[src/rtl/mem_arbiter_if.sv]
// Requester and memory-side signal bundle for the two-port memory arbiter.
// slave faces the arbiter; master faces requesters and the memory model.
interface mem_arbiter_if #(
  parameter int addr_size = 10,
  parameter int data_size = 8
) ();
  logic                 req0;
  logic                 req1;
  logic                 we0;
  logic                 we1;
  logic [addr_size-1:0] addr0;
  logic [addr_size-1:0] addr1;
  logic [data_size-1:0] wdata0;
  logic [data_size-1:0] wdata1;
  logic                 ack0;
  logic                 ack1;
  logic [data_size-1:0] rdata0;
  logic [data_size-1:0] rdata1;
  logic [addr_size-1:0] mem_addr;
  logic [data_size-1:0] mem_din;
  logic [data_size-1:0] mem_dout;
  logic                 mem_cs;
  logic                 mem_rd;
  logic                 mem_wt;
  logic                 busy;

  modport slave (
    input  req0, req1, we0, we1,
    input  addr0, addr1, wdata0, wdata1,
    input  mem_dout,
    output ack0, ack1, rdata0, rdata1,
    output mem_addr, mem_din,
    output mem_cs, mem_rd, mem_wt, busy
  );

  modport master (
    output req0, req1, we0, we1,
    output addr0, addr1, wdata0, wdata1,
    output mem_dout,
    input  ack0, ack1, rdata0, rdata1,
    input  mem_addr, mem_din,
    input  mem_cs, mem_rd, mem_wt, busy
  );
endinterface

[src/rtl/mem_arbiter.sv]
// Round-robin arbiter giving two requesters access to one
// single-port memory, one transaction per IDLE/ACCESS/DONE pass.
module mem_arbiter #(
  parameter int addr_size = 10,
  parameter int data_size = 8
) (
  input logic        clk,
  input logic        rst_n,
  mem_arbiter_if.slave bus
);

  typedef enum logic [1:0] {
    IDLE,
    ACCESS,
    DONE
  } state_e;

  state_e state_q, state_d;

  logic last_q, last_d;
  logic gid_q, gid_d;
  logic we_q, we_d;
  logic ack0_q, ack0_d;
  logic ack1_q, ack1_d;
  logic cs_q, cs_d;
  logic rd_q, rd_d;
  logic wt_q, wt_d;
  logic busy_q, busy_d;

  logic [addr_size-1:0] maddr_q, maddr_d;
  logic [data_size-1:0] mdin_q, mdin_d;
  logic [data_size-1:0] rdata0_q, rdata0_d;
  logic [data_size-1:0] rdata1_q, rdata1_d;

  logic                 sel;
  logic                 sel_we;
  logic [addr_size-1:0] sel_addr;
  logic [data_size-1:0] sel_wdata;

  // On a tie, the requester not granted last time wins.
  always_comb begin
    sel = bus.req1;
    if (bus.req0 && bus.req1) sel = ~last_q;
    sel_we    = sel ? bus.we1    : bus.we0;
    sel_addr  = sel ? bus.addr1  : bus.addr0;
    sel_wdata = sel ? bus.wdata1 : bus.wdata0;
  end

  always_comb begin
    state_d  = state_q;
    last_d   = last_q;
    gid_d    = gid_q;
    we_d     = we_q;
    ack0_d   = ack0_q;
    ack1_d   = ack1_q;
    cs_d     = cs_q;
    rd_d     = rd_q;
    wt_d     = wt_q;
    busy_d   = busy_q;
    maddr_d  = maddr_q;
    mdin_d   = mdin_q;
    rdata0_d = rdata0_q;
    rdata1_d = rdata1_q;
    unique case (state_q)
      IDLE: begin
        if (bus.req0 || bus.req1) begin
          state_d = ACCESS;
          gid_d   = sel;
          last_d  = sel;
          we_d    = sel_we;
          maddr_d = sel_addr;
          if (sel_we) mdin_d = sel_wdata;
          cs_d    = 1'b1;
          wt_d    = sel_we;
          rd_d    = ~sel_we;
          busy_d  = 1'b1;
        end
      end
      ACCESS: begin
        state_d = DONE;
        cs_d    = 1'b0;
        rd_d    = 1'b0;
        wt_d    = 1'b0;
        ack0_d  = ~gid_q;
        ack1_d  = gid_q;
        if (!we_q) begin
          if (gid_q) rdata1_d = bus.mem_dout;
          else       rdata0_d = bus.mem_dout;
        end
      end
      DONE: begin
        state_d = IDLE;
        ack0_d  = 1'b0;
        ack1_d  = 1'b0;
        busy_d  = 1'b0;
      end
      default: state_d = IDLE;
    endcase
  end

  always_ff @(posedge clk or negedge rst_n) begin
    if (!rst_n) begin
      state_q  <= IDLE;
      last_q   <= 1'b1;
      gid_q    <= 1'b0;
      we_q     <= 1'b0;
      ack0_q   <= 1'b0;
      ack1_q   <= 1'b0;
      cs_q     <= 1'b0;
      rd_q     <= 1'b0;
      wt_q     <= 1'b0;
      busy_q   <= 1'b0;
      maddr_q  <= '0;
      mdin_q   <= '0;
      rdata0_q <= '0;
      rdata1_q <= '0;
    end else begin
      state_q  <= state_d;
      last_q   <= last_d;
      gid_q    <= gid_d;
      we_q     <= we_d;
      ack0_q   <= ack0_d;
      ack1_q   <= ack1_d;
      cs_q     <= cs_d;
      rd_q     <= rd_d;
      wt_q     <= wt_d;
      busy_q   <= busy_d;
      maddr_q  <= maddr_d;
      mdin_q   <= mdin_d;
      rdata0_q <= rdata0_d;
      rdata1_q <= rdata1_d;
    end
  end

  assign bus.ack0     = ack0_q;
  assign bus.ack1     = ack1_q;
  assign bus.rdata0   = rdata0_q;
  assign bus.rdata1   = rdata1_q;
  assign bus.mem_addr = maddr_q;
  assign bus.mem_din  = mdin_q;
  assign bus.mem_cs   = cs_q;
  assign bus.mem_rd   = rd_q;
  assign bus.mem_wt   = wt_q;
  assign bus.busy     = busy_q;

endmodule

[src/flat_wrapper.sv]
// flat-port wrapper written by rule: the top's interface ports become plain ports
module mem_arbiter_flat 
#(
  parameter int addr_size = 10,
  parameter int data_size = 8
)
  (clk, rst_n, bus_req0, bus_req1, bus_we0, bus_we1, bus_addr0, bus_addr1, bus_wdata0, bus_wdata1, bus_mem_dout, bus_ack0, bus_ack1, bus_rdata0, bus_rdata1, bus_mem_addr, bus_mem_din, bus_mem_cs, bus_mem_rd, bus_mem_wt, bus_busy);
  mem_arbiter_if #(.addr_size(addr_size), .data_size(data_size)) bus_i ();
  input logic clk;
  input logic rst_n;
  input wire logic [$bits(bus_i.req0)-1:0] bus_req0;
  input wire logic [$bits(bus_i.req1)-1:0] bus_req1;
  input wire logic [$bits(bus_i.we0)-1:0] bus_we0;
  input wire logic [$bits(bus_i.we1)-1:0] bus_we1;
  input wire logic [$bits(bus_i.addr0)-1:0] bus_addr0;
  input wire logic [$bits(bus_i.addr1)-1:0] bus_addr1;
  input wire logic [$bits(bus_i.wdata0)-1:0] bus_wdata0;
  input wire logic [$bits(bus_i.wdata1)-1:0] bus_wdata1;
  input wire logic [$bits(bus_i.mem_dout)-1:0] bus_mem_dout;
  output wire logic [$bits(bus_i.ack0)-1:0] bus_ack0;
  output wire logic [$bits(bus_i.ack1)-1:0] bus_ack1;
  output wire logic [$bits(bus_i.rdata0)-1:0] bus_rdata0;
  output wire logic [$bits(bus_i.rdata1)-1:0] bus_rdata1;
  output wire logic [$bits(bus_i.mem_addr)-1:0] bus_mem_addr;
  output wire logic [$bits(bus_i.mem_din)-1:0] bus_mem_din;
  output wire logic [$bits(bus_i.mem_cs)-1:0] bus_mem_cs;
  output wire logic [$bits(bus_i.mem_rd)-1:0] bus_mem_rd;
  output wire logic [$bits(bus_i.mem_wt)-1:0] bus_mem_wt;
  output wire logic [$bits(bus_i.busy)-1:0] bus_busy;
  assign bus_i.req0 = bus_req0;
  assign bus_i.req1 = bus_req1;
  assign bus_i.we0 = bus_we0;
  assign bus_i.we1 = bus_we1;
  assign bus_i.addr0 = bus_addr0;
  assign bus_i.addr1 = bus_addr1;
  assign bus_i.wdata0 = bus_wdata0;
  assign bus_i.wdata1 = bus_wdata1;
  assign bus_i.mem_dout = bus_mem_dout;
  assign bus_ack0 = bus_i.ack0;
  assign bus_ack1 = bus_i.ack1;
  assign bus_rdata0 = bus_i.rdata0;
  assign bus_rdata1 = bus_i.rdata1;
  assign bus_mem_addr = bus_i.mem_addr;
  assign bus_mem_din = bus_i.mem_din;
  assign bus_mem_cs = bus_i.mem_cs;
  assign bus_mem_rd = bus_i.mem_rd;
  assign bus_mem_wt = bus_i.mem_wt;
  assign bus_busy = bus_i.busy;
  mem_arbiter #(.addr_size(addr_size), .data_size(data_size)) u_core (.clk(clk), .rst_n(rst_n), .bus(bus_i));
endmodule
[config.mk]
export PLATFORM = sky130hd
export DESIGN_NAME = mem_arbiter_flat
export DESIGN_NICKNAME = d
export VERILOG_FILES = /design/src/rtl/mem_arbiter_if.sv /design/src/rtl/mem_arbiter.sv /design/src/flat_wrapper.sv
export SDC_FILE = /design/constraint.sdc
export NUM_CORES = 1
export LEC_CHECK = 0
export ABC_AREA = 1
export BUFFER_PORTS_ARGS = -buffer_cell sky130_fd_sc_hd__buf_2
export CORE_UTILIZATION = 30
export CTS_CLUSTER_SIZE = 16
export DETAILED_ROUTE_END_ITERATION = 6
export PLACE_DENSITY_LB_ADDON = 0.2
export SKIP_CTS_REPAIR_TIMING = 1
export SLEW_MARGIN = 20
export SYNTH_ARGS = -nofsm -noshare
export SYNTH_HDL_FRONTEND = slang
export SYNTH_SLANG_ARGS = --single-unit
[constraint.sdc]
create_clock -name clk -period 2.43 [get_ports clk]
set_input_delay 0.1215 -clock clk [delete_from_list [all_inputs] [get_ports clk]]
set_output_delay 0.1215 -clock clk [all_outputs]
set_load 0.02 [all_outputs]
==> parameters.txt, run 1 <==
Parameter                              Value

Power
  Power density relative to cell area    1275 nW/um^2
  Leakage power of the design    0.001556 uW
  Maximum resistive drop on vdd    slightly above 0.0005 V

Drt
  Sum of routed wire length over all layers    approximately 4800 um
  Post-detailed-route wirelength per cell    about 11 um
  Via-to-Cell Ratio    between 4 and 5
  Number of optimization iterations in the first detailed-route pass    4
  Number of remaining DRC errors    0
  Via total after detailed routing    around 1.8k
  Iter 0 DRT Violations    ~90
  Antenna violation net count after detailed routing    0

Final layout
  Count of fill cells added during filler insertion    711
  Final Util    39.65%
  Number of antenna repair diodes    0
  Area added between synthesis and finish    28.36%
  Non-Filler Instances    ~420
  Share of post-route cells with drive strength above 1    a little under a third
  Final #Nets    392

Yosys
  Warnings, synthesis    0
  Top-area cell type share of the netlist area    a little over half
  Seq/Total Area, Yosys    a little over half
  Leading area contributor after synthesis    dfrtp_1
  EDFF count, synth    0
  Cell with the most instances after synthesis    nand2_1
  Average cell area after synthesis    around 8.4 sq um
  Async set-or-reset flop fraction in the synthesized netlist    100.0%
  Number of nets in the synthesized netlist    ~300
  Synthesized area    2087 sq um
  Dominant synthesized flop cell    dfrtp_1
  Post-synthesis cell count    247
  Count of different cell masters after synthesis    19
  List of most frequent post-synthesis cells    92 x nand2_1, 44 x dfrtp_1, 31 x inv_1
  Synth top area cells    dfrtp_1 53%, nand2_1 17%, inv_1 5.6%
  Seq cells post-synth    45

Global route
  Number of global-route vias before repair    1767
  Initial antenna violation count    0
  Sum of overflow across all layers after global routing    0
  Global routing usage summed across all routing layers    ~14%
  Global-route wire length before repair    around 8000 um
  Pin count of the biggest net entering global routing    31

Timing
  Final Hold Slack    a little under 0.08 ns
  Worst setup skew after layout    0.004700 ns
  Final Slew Violations    0
  Final WS setup    about 0.69 ns
  Share of the clock period used by the worst path    between 70% and 80%
  Final worst path period need    1.742 ns
  Setup repair after global routing missed its margin    false
  Setup violation total in the final timing report    0
  Slew margin rel.    between 60% and 70%
  Worst slew pin tran    between 0.5 and 0.6 ns
  TNS Setup    0 ns
  Fmax    between 500 and 600 MHz
  Final count of hold timing violations    0

Worst setup path
  Signal arrival time at the worst endpoint    approximately 1.9 ns
  Worst Path Buf+Inv    3
  Critical Path Start Type    flip-flop
  Critical path's top delay family    buffers and inverters
  Cell with the biggest individual delay on the critical path    dfrtp_1
  Critical path class    flip-flop to flip-flop
  Critical path data required time    2.61 ns
  Crit-path max cell delay    approximately 0.39 ns
  Number of cells on the worst reg-to-reg path    7
  Top cell by count, worst path    inv_1
  Worst path cell trace    inv_1, ha_1, inv_1, nor2_4, inv_1, nand2_1, nand2_1
  Crit end category    flip-flop
  Path length in cells of the critical path    7
  CP Max Fanout    14

Floorplan
  Chip height    about 85 um
  Die area    between 7000 and 8000 sq um
  Initial standard-cell utilization of the core    30.89%
  Row Count    30
  Top Ports    90
  Die X    around 85 um
  Std-Cell Core Area    6756 sq um

Clocking
  Sink Count    45
  Clock buffers created by TritonCTS    5
  Bufs on Longest Clock Path    2
  CTS tree    yes
  Root Buffer    clkbuf_8
  CTS HTree Levels    2
  Worst-Skew Late Latency    between 0.2 and 0.3 ns
  Clock transition at the registers of the reported paths    around 0.08 ns

Min path
  Hold Path Class    input port to flip-flop
  Number of instances on the worst hold path    3

Place
  Worst setup slack before clock tree synthesis    between 0.6 and 0.7 ns
  Detailed placement HPWL    ~3600 um
  Number of port buffers    89
  Instance count after placement with tap cells included    ~400
  Final GP Congestion    between 0.7 and 0.8

Status
  Run status    finished clean

Job
  Max_cap viols    0
==> power breakdown <==
group / total, uW / internal (uW) / switching (uW)
combinational: 1650 / 555 / 1100
sequential: 1320 / 1130 / 191
clock: 444 / 200 / 245
total: 3410 / 1880 / 1530
==> worst min-delay path, cell delays in order <==
cell	delay, ns
buf_2	0.07
o211ai_1	0.08
nand2_1	0.06
==> cells in the final DEF (no fill, tap or decap), types with 2 or more instances in the layout <==
master    count
buf_2        89
buf_4         3
clkbuf_8      5
clkinv_2      2
dfrtp_1      44
ha_1          5
inv_1        31
nand2_1      92
nand2_2       4
nand3_1      21
o211ai_1     10
o21ai_0      22
o22ai_1       2
==> state kept, by name, summed over array words and instances (netlist names) <==
register,flops
u_core.bus.mem_addr,10
u_core.bus.mem_rd,1
u_core.state_q,2
u_core.gid_q,1
u_core.bus.busy,1
u_core.bus.mem_wt,1
u_core.bus.ack0,1
u_core.last_q,1
u_core.bus.rdata0,8
u_core.bus.ack1,1
u_core.we_q,1
u_core.bus.mem_cs,1
u_core.bus.mem_din,8
u_core.bus.rdata1,8
==> worst paths after layout <==
path | startpoint | end | slack (ns)
worst max-delay path | u_core.state_q[1] | u_core.bus.mem_addr[6] | 0.69
worst min-delay path | bus_addr1[3] | u_core.bus.mem_addr[3] | 0.08
worst max register to register | u_core.state_q[1] | u_core.bus.mem_addr[6] | 0.69
worst min register to register | u_core.last_q | u_core.last_q | 0.47
max in group asynchronous | rst_n | u_core.bus.rdata0[7] | 1.49
min in group asynchronous | rst_n | u_core.bus.mem_wt | 0.35
==> layout make-up <==
type / count / area [sq um] / area share, %
multi-input cells: 161 / 774.5 / 28.91
well taps: 80 / 100.1 / 3.737
repair buffers: 93 / 478.0 / 17.84
inverters: 31 / 116.4 / 4.344
clock buffers: 6 / 72.57 / 2.709
flip-flops and latches: 45 / 1127 / 42.08
clock inverters: 2 / 10.01 / 0.3737
==> kinds of logic (layout without fill, tap and decap cells) <==
logic type,count (synthesis),after routing,share of synthesized area (%)
AO/OA/AOI/OAI,36,36,10.13
buffers and inverters,41,132,8.873
AND/OR/NAND/NOR,120,120,23.98
flip-flops,45,45,54.02
adder cells (fa/ha/maj),5,5,2.998
==> per-stage QoR <==
stage	cell area (sq um)	power [uW]
final	2679	3414
after global routing	2679	3728
after CTS	2669	3472
after detailed placement	2586	3009
after global placement	2586	2980
after floorplan	2087	2472
==> per-layer routing <==
metal / vias to the layer above / wire, um / share of wire, % / track usage (%)
met5: - / 0 / 0 / 0
met2: 64 / 2071 / 43 / 21.60
met4: 0 / 51 / 1.1 / 3.939
li1: 952 / - / - / -
met3: 7 / 362 / 7.5 / 4.767
met1: 819 / 2313 / 48 / 18.09
(Power assumes the default switching activity.)
==> run 2: changes to the inputs <==
Settings changed: ABC_AREA 1 to 0.
Clock period 2.43 ns to 1.6 ns, I/O delays scaled along.
==> run 2 against run 1 <==
The flow now finishes with violations (DRC). Largest power group unchanged. Worst hold slack worse by 0.055 ns. Synthesized cell count shrank 31%. Sequential share of layout area decreased by 1.4 points.
==> parameters.txt, run 2 <==
Parameter                              Value

Final layout
  Count of fill cells added during filler insertion    around 610
  Final Cell Area    2769 sq um
  Most used cells in the layout excluding fill and tap cells    89 x buf_2, 44 x dfrtp_1, 19 x mux2i_1, 17 x nand2_1, 17 x mux2_2
  Commonest non-fill, non-tap cell in the layout    buf_2
  Number of flip-flops in the largest register    10
  Area added between synthesis and finish    36.52%
  Share of post-route cells with drive strength above 1    about half
  Number of antenna repair diodes    0
  Final #Nets    325

Power
  PnR Total Power    5474 uW
  Maximum resistive drop on vdd    around 0.00065 V
  Leakage power of the design    between 0.001 and 0.0015 uW
  Power density relative to cell area    1977 nW/um^2

Place
  Number of port buffers    89
  Detailed placement HPWL    roughly 3300 um
  Worst setup slack before clock tree synthesis    around 0.024 ns
  Placement-stage cell area    between 2000 and 3000 sq um
  Final GP Congestion    0.6846

Status
  Run status    finished with violations
  Violations in the final reports    DRC

Yosys
  Seq cells post-synth    45
  Synth Area in Compound Gates    roughly an eighth
  Warnings, synthesis    0
  Cell with the most instances after synthesis    dfrtp_1
  Average cell area after synthesis    ~12 sq um
  Basic-gate share of the synthesized area counting and, or, nand and nor cells    slightly below 7%
  EDFF count, synth    0
  Top-area cell type share of the netlist area    between 50% and 60%
  Number of nets in the synthesized netlist    225
  Count of different cell masters after synthesis    25
  Post-synthesis cell count    170
  Synthesized area    ~2000 sq um
  Synth top area cells    dfrtp_1 54%, mux2_2 9.4%, mux2i_1 9.4%
  Seq/Total Area, Yosys    55.58%
  Largest family of logic cells by synthesized area    multiplexers
  Mux share of post-synthesis cell area    a little under a fifth
  Leading area contributor after synthesis    dfrtp_1
  Dominant synthesized flop cell    dfrtp_1
  List of most frequent post-synthesis cells    44 x dfrtp_1, 19 x mux2i_1, 17 x mux2_2, 17 x nand2_1, 15 x o21ai_0
  Async set-or-reset flop fraction in the synthesized netlist    between 90% and 100%
  Post-synthesis adder-cell area fraction    around 3.1%
  Post-synthesis share of cell area spent on xor and xnor gates    0%

Clocking
  Clock transition at the registers of the reported paths    0.08 ns
  Bufs on Longest Clock Path    2
  Root Buffer    clkbuf_8
  CTS tree    yes
  Sink Count    45
  CTS HTree Levels    2
  Worst-Skew Late Latency    around 0.3 ns
  Clock buffers created by TritonCTS    5

Timing
  Share of the clock period used by the worst path    between 90% and 100%
  Final Slew Violations    0
  Slew margin rel.    a little under three quarters
  Final WS setup    around 0.13 ns
  Setup repair after global routing missed its margin    false
  Final Hold Slack    about 0.024 ns
  Worst setup skew after layout    approximately 0.0074 ns
  TNS Setup    0 ns
  Final count of hold timing violations    0
  Fmax    slightly below 700 MHz
  Setup violation total in the final timing report    0
  Worst slew pin tran    around 0.43 ns
  Final worst path period need    1.467 ns

Drt
  Met2 wire length    roughly 1900 um
  Antenna violation net count after detailed routing    0
  Met3 layer wire length in the routed design    between 300 and 400 um
  Iter 0 DRT Violations    91
  Post-detailed-route wirelength per cell    around 12 um
  Wire length on met1    around 2000 um
  Number of optimization iterations in the first detailed-route pass    6
  Via total after detailed routing    about 1.6k
  Number of remaining DRC errors    16
  Top sig layer    met4
  Via-to-Cell Ratio    about 4.6
  Sum of routed wire length over all layers    about 4300 um

Floorplan
  Die area    around 7100 sq um
  Top Ports    90
  Initial standard-cell utilization of the core    around a third
  Row Count    29
  Std-Cell Core Area    around 6400 sq um
  Chip height    84.23 um
  Die X    roughly 84 um

Global route
  Sum of overflow across all layers after global routing    0
  Number of global-route vias before repair    between 1k and 1.5k
  Initial antenna violation count    0
  Pin count of the biggest net entering global routing    22
  Global-route wire length before repair    approximately 7000 um
  Global routing usage summed across all routing layers    12.41%

Worst setup path
  Critical path's top delay family    flip-flops
  Worst path cell trace    inv_2, ha_4, inv_1, nor3_4, buf_6, mux2_2
  Critical path class    flip-flop to flip-flop
  CP Max Fanout    8
  Worst Path Buf+Inv    3
  Signal arrival time at the worst endpoint    roughly 1.7 ns
  Crit end category    flip-flop
  Crit-path max cell delay    a little under 0.4 ns
  Critical path data required time    roughly 1.8 ns
  Critical Path Start Type    flip-flop
  R2r setup slk    around 0.13 ns
  Cell with the biggest individual delay on the critical path    dfrtp_1

Min path
  Hold Path Class    input port to flip-flop

Job
  Max_cap viols    0
## run 2: cell count changes after synthesis, moves of 17 or more
cell and change:
inv_1 -26, mux2_2 +17, mux2i_1 +19, nand2_1 -75
nand3_1 -17
## run 2: per-layer routing
metal,track usage [%],vias to the layer above
met1,16.57,729
met4,3.292,0
met2,19.15,66
met3,4.425,4
li1,-,809
met5,0,-
## run 2: kinds of logic after synthesis
kind of cell | after synthesis
buffers and inverters | 14
AND/OR/NAND/NOR | 29
multiplexers | 36
flip-flops | 45
AO/OA/AOI/OAI | 41
adder cells (fa/ha/maj) | 5
## run 2: through the flow
| step | util (%) | cells |
|---|---|---|
| finish | 43.11 | 348 |
| global placement | 41.36 | 339 |
| detailed placement | 41.36 | 339 |
| CTS | 42.65 | 347 |
| floorplan | - | 170 |
| global route | 43.11 | 348 |
## run 2: final timing paths
check	start	to	cells past startpoint
worst max-delay path	u_core.state_q[1]	u_core.bus.rdata0[4]	6
worst min-delay path	bus_mem_dout[1]	u_core.bus.rdata1[1]	2
worst max register to register	u_core.state_q[1]	u_core.bus.rdata0[4]	6
worst min register to register	u_core.bus.mem_addr[2]	u_core.bus.mem_addr[2]	2
max in group asynchronous	rst_n	u_core.last_q	3
min in group asynchronous	rst_n	u_core.bus.mem_addr[9]	2
## run 2: final cells by class
| cell class | count | area [sq um] | area share, % |
|---|---|---|---|
| flip-flops and latches | 45 | 1127 | 40.71 |
| clock buffers | 6 | 72.57 | 2.621 |
| multi-input cells | 111 | 844.6 | 30.50 |
| well taps | 77 | 96.34 | 3.479 |
| inverters | 5 | 18.77 | 0.6778 |
| clock inverters | 2 | 10.01 | 0.3615 |
| repair buffers | 102 | 599.3 | 21.64 |
## run 2: where the power goes
group	switching, uW	internal (uW)
sequential	327	1710
combinational	1560	1200
clock	375	303
==> run 3: changes to the inputs <==
==> constraint.sdc (replaced) <==
create_clock -name clk -period 1.5 [get_ports clk]
set_input_delay 0.3 -clock clk [delete_from_list [all_inputs] [get_ports clk]]
set_output_delay 0.3 -clock clk [all_outputs]
set_load 0.02 [all_outputs]
==> run 3 against run 2 <==
The run still ends with DRC left. Non-clock buffer count rose by 2. Core utilization rose by 0.43 points. Clock skew shrank 0.0034 ns. Critical path type unchanged.
==> parameters.txt, run 3 (synthesized netlist as in run 2, its figures left out) <==
Parameter                              Value

Status
  Run status    finished with violations
  Violations in the final reports    DRC

Timing
  Final WS setup    0.08324 ns
  TNS Setup    0 ns
  Final Slew Violations    0
  Final count of hold timing violations    0
  Slew margin rel.    around 73%
  Fmax    around 710 MHz
  Final worst path period need    roughly 1.4 ns
  Setup repair after global routing missed its margin    true
  Setup violation total in the final timing report    0
  Worst setup skew after layout    ~0.0040 ns
  Share of the clock period used by the worst path    a little over nine tenths
  Worst slew pin tran    approximately 0.41 ns

Min path
  Number of instances on the worst hold path    2
  Hold Path Class    input port to flip-flop
  Min-Delay Endpoint    u_core.last_q
  Hold wc startpoint    bus_req0

Global route
  Number of global-route vias before repair    between 1.5k and 2k
  Initial antenna violation count    0
  Global routing usage summed across all routing layers    12.97%
  Sum of overflow across all layers after global routing    0
  Pin count of the biggest net entering global routing    23
  Global-route wire length before repair    7286 um

Place
  Final GP Congestion    ~0.7
  Detailed placement HPWL    3308 um
  Worst setup slack before clock tree synthesis    -0.002973 ns
  Number of port buffers    ~90
  Placement-stage cell area    between 2000 and 3000 sq um
  Instance count after placement with tap cells included    340

Drt
  Sum of routed wire length over all layers    4318 um
  Number of remaining DRC errors    14
  Number of optimization iterations in the first detailed-route pass    7
  Antenna violation net count after detailed routing    0
  Iter 0 DRT Violations    53
  Via-to-Cell Ratio    roughly 4.6
  Post-detailed-route wirelength per cell    12.34 um
  Via total after detailed routing    1599

Clocking
  CTS tree    yes
  Clock buffers created by TritonCTS    5
  Bufs on Longest Clock Path    2
  Clock transition at the registers of the reported paths    0.08 ns
  CTS HTree Levels    2
  Sink Count    45
  Worst-Skew Late Latency    between 0.2 and 0.3 ns
  Root Buffer    clkbuf_8

Floorplan
  Std-Cell Core Area    around 6400 sq um
  Row Count    29
  Chip height    around 84 um
  Initial standard-cell utilization of the core    between 30% and 40%
  Top Ports    90
  Die area    7094 sq um
  Die X    between 80 and 90 um

Final layout
  Final Cell Area    ~2800 sq um
  Area added between synthesis and finish    37.88%
  Number of antenna repair diodes    0
  Number of flip-flops in the largest register    10
  Non-Filler Instances    350
  Share of post-route cells with drive strength above 1    a little under half
  Final #Nets    around 330
  Commonest non-fill, non-tap cell in the layout    buf_2
  Count of fill cells added during filler insertion    631
  Most used cells in the layout excluding fill and tap cells    89 x buf_2, 44 x dfrtp_1, 19 x mux2i_1, 17 x nand2_1, 17 x mux2_2

Worst setup path
  R2r setup slk    0.08 ns
  Critical R2R Capture    u_core.bus.rdata0[5]
  Critical register-to-register path startpoint    u_core.state_q[1]
  Worst path cell trace    inv_2, ha_4, inv_1, nor3_4, buf_12, mux2_2
  Critical path class    flip-flop to flip-flop
  Number of cells on the worst reg-to-reg path    6
  Crit end category    flip-flop
  Critical Path Start Type    flip-flop
  Worst Path Buf+Inv    3
  Crit-path max cell delay    around 0.39 ns
  Signal arrival time at the worst endpoint    around 1.6 ns
  Cell with the biggest individual delay on the critical path    dfrtp_1
  Critical path's top delay family    flip-flops
  Critical path data required time    roughly 1.7 ns
  CP Max Fanout    8

Power
  Leakage power of the design    roughly 0.0014 uW
  Power density relative to cell area    approximately 2100 nW/um^2
  Maximum resistive drop on vdd    0.0006383 V

Job
  Max_cap viols    0
## run 3: changes by cell type in the layout (fill, tap and decap cells not counted)
cell      change
o21ai_2       -1
o21ai_1       +1
clkinv_2      -2
clkbuf_1      +1
buf_4         +2
buf_6         -1
clkbuf_8      +1
buf_12        +1
## run 3: area by class of cell
class | count | area [sq um] | area share, %
sequential | 45 | 1127 | 40.31
multi-input combinational | 111 | 840.8 | 30.07
timing repair buffer | 104 | 623.1 | 22.28
tap | 77 | 96.34 | 3.445
clock buffer | 8 | 90.09 | 3.221
inverter | 5 | 18.77 | 0.6711
## run 3: metrics by stage
step | utilization, % | power, uW | hold WS (ns)
floorplan | - | 4069 | 0.004409
global placement | 41.71 | 5134 | 0.2553
detailed placement | 41.71 | 5188 | 0.2582
CTS | 43.11 | 5953 | -0.06757
global route | 43.54 | 6378 | 0.2355
finish | 43.54 | 5899 | 0.2290
## run 3: per-layer routing
metal | vias to the layer above | GRT usage [%] | part of all wire [%]
met5 | - | 0 | 0
met4 | 0 | 5.172 | 1.5
met3 | 8 | 3.441 | 7.1
met2 | 68 | 20.27 | 46
met1 | 715 | 17.19 | 46
li1 | 808 | - | -
## run 3: power breakdown
group | switching [uW] | internal [uW]
registers | 350 | 1830
clock network | 371 | 376
logic | 1670 | 1300
total | 2390 | 3500
## run 3: how the worst max path moves through the flow
stage	startpoint	endpoint	slack [ns]	cells after the start
after floorplan	u_core.state_q[1]	u_core.bus.rdata0[0]	-0.007	5
after global placement	u_core.state_q[1]	u_core.bus.rdata0[4]	0.04	6
after detailed placement	u_core.state_q[1]	u_core.bus.rdata0[5]	-0.003	6
after CTS	u_core.state_q[1]	u_core.bus.rdata0[5]	-0.01	6
after global routing	u_core.state_q[0]	u_core.last_q	-0.008	5
final	u_core.state_q[1]	u_core.bus.rdata0[5]	0.08	6
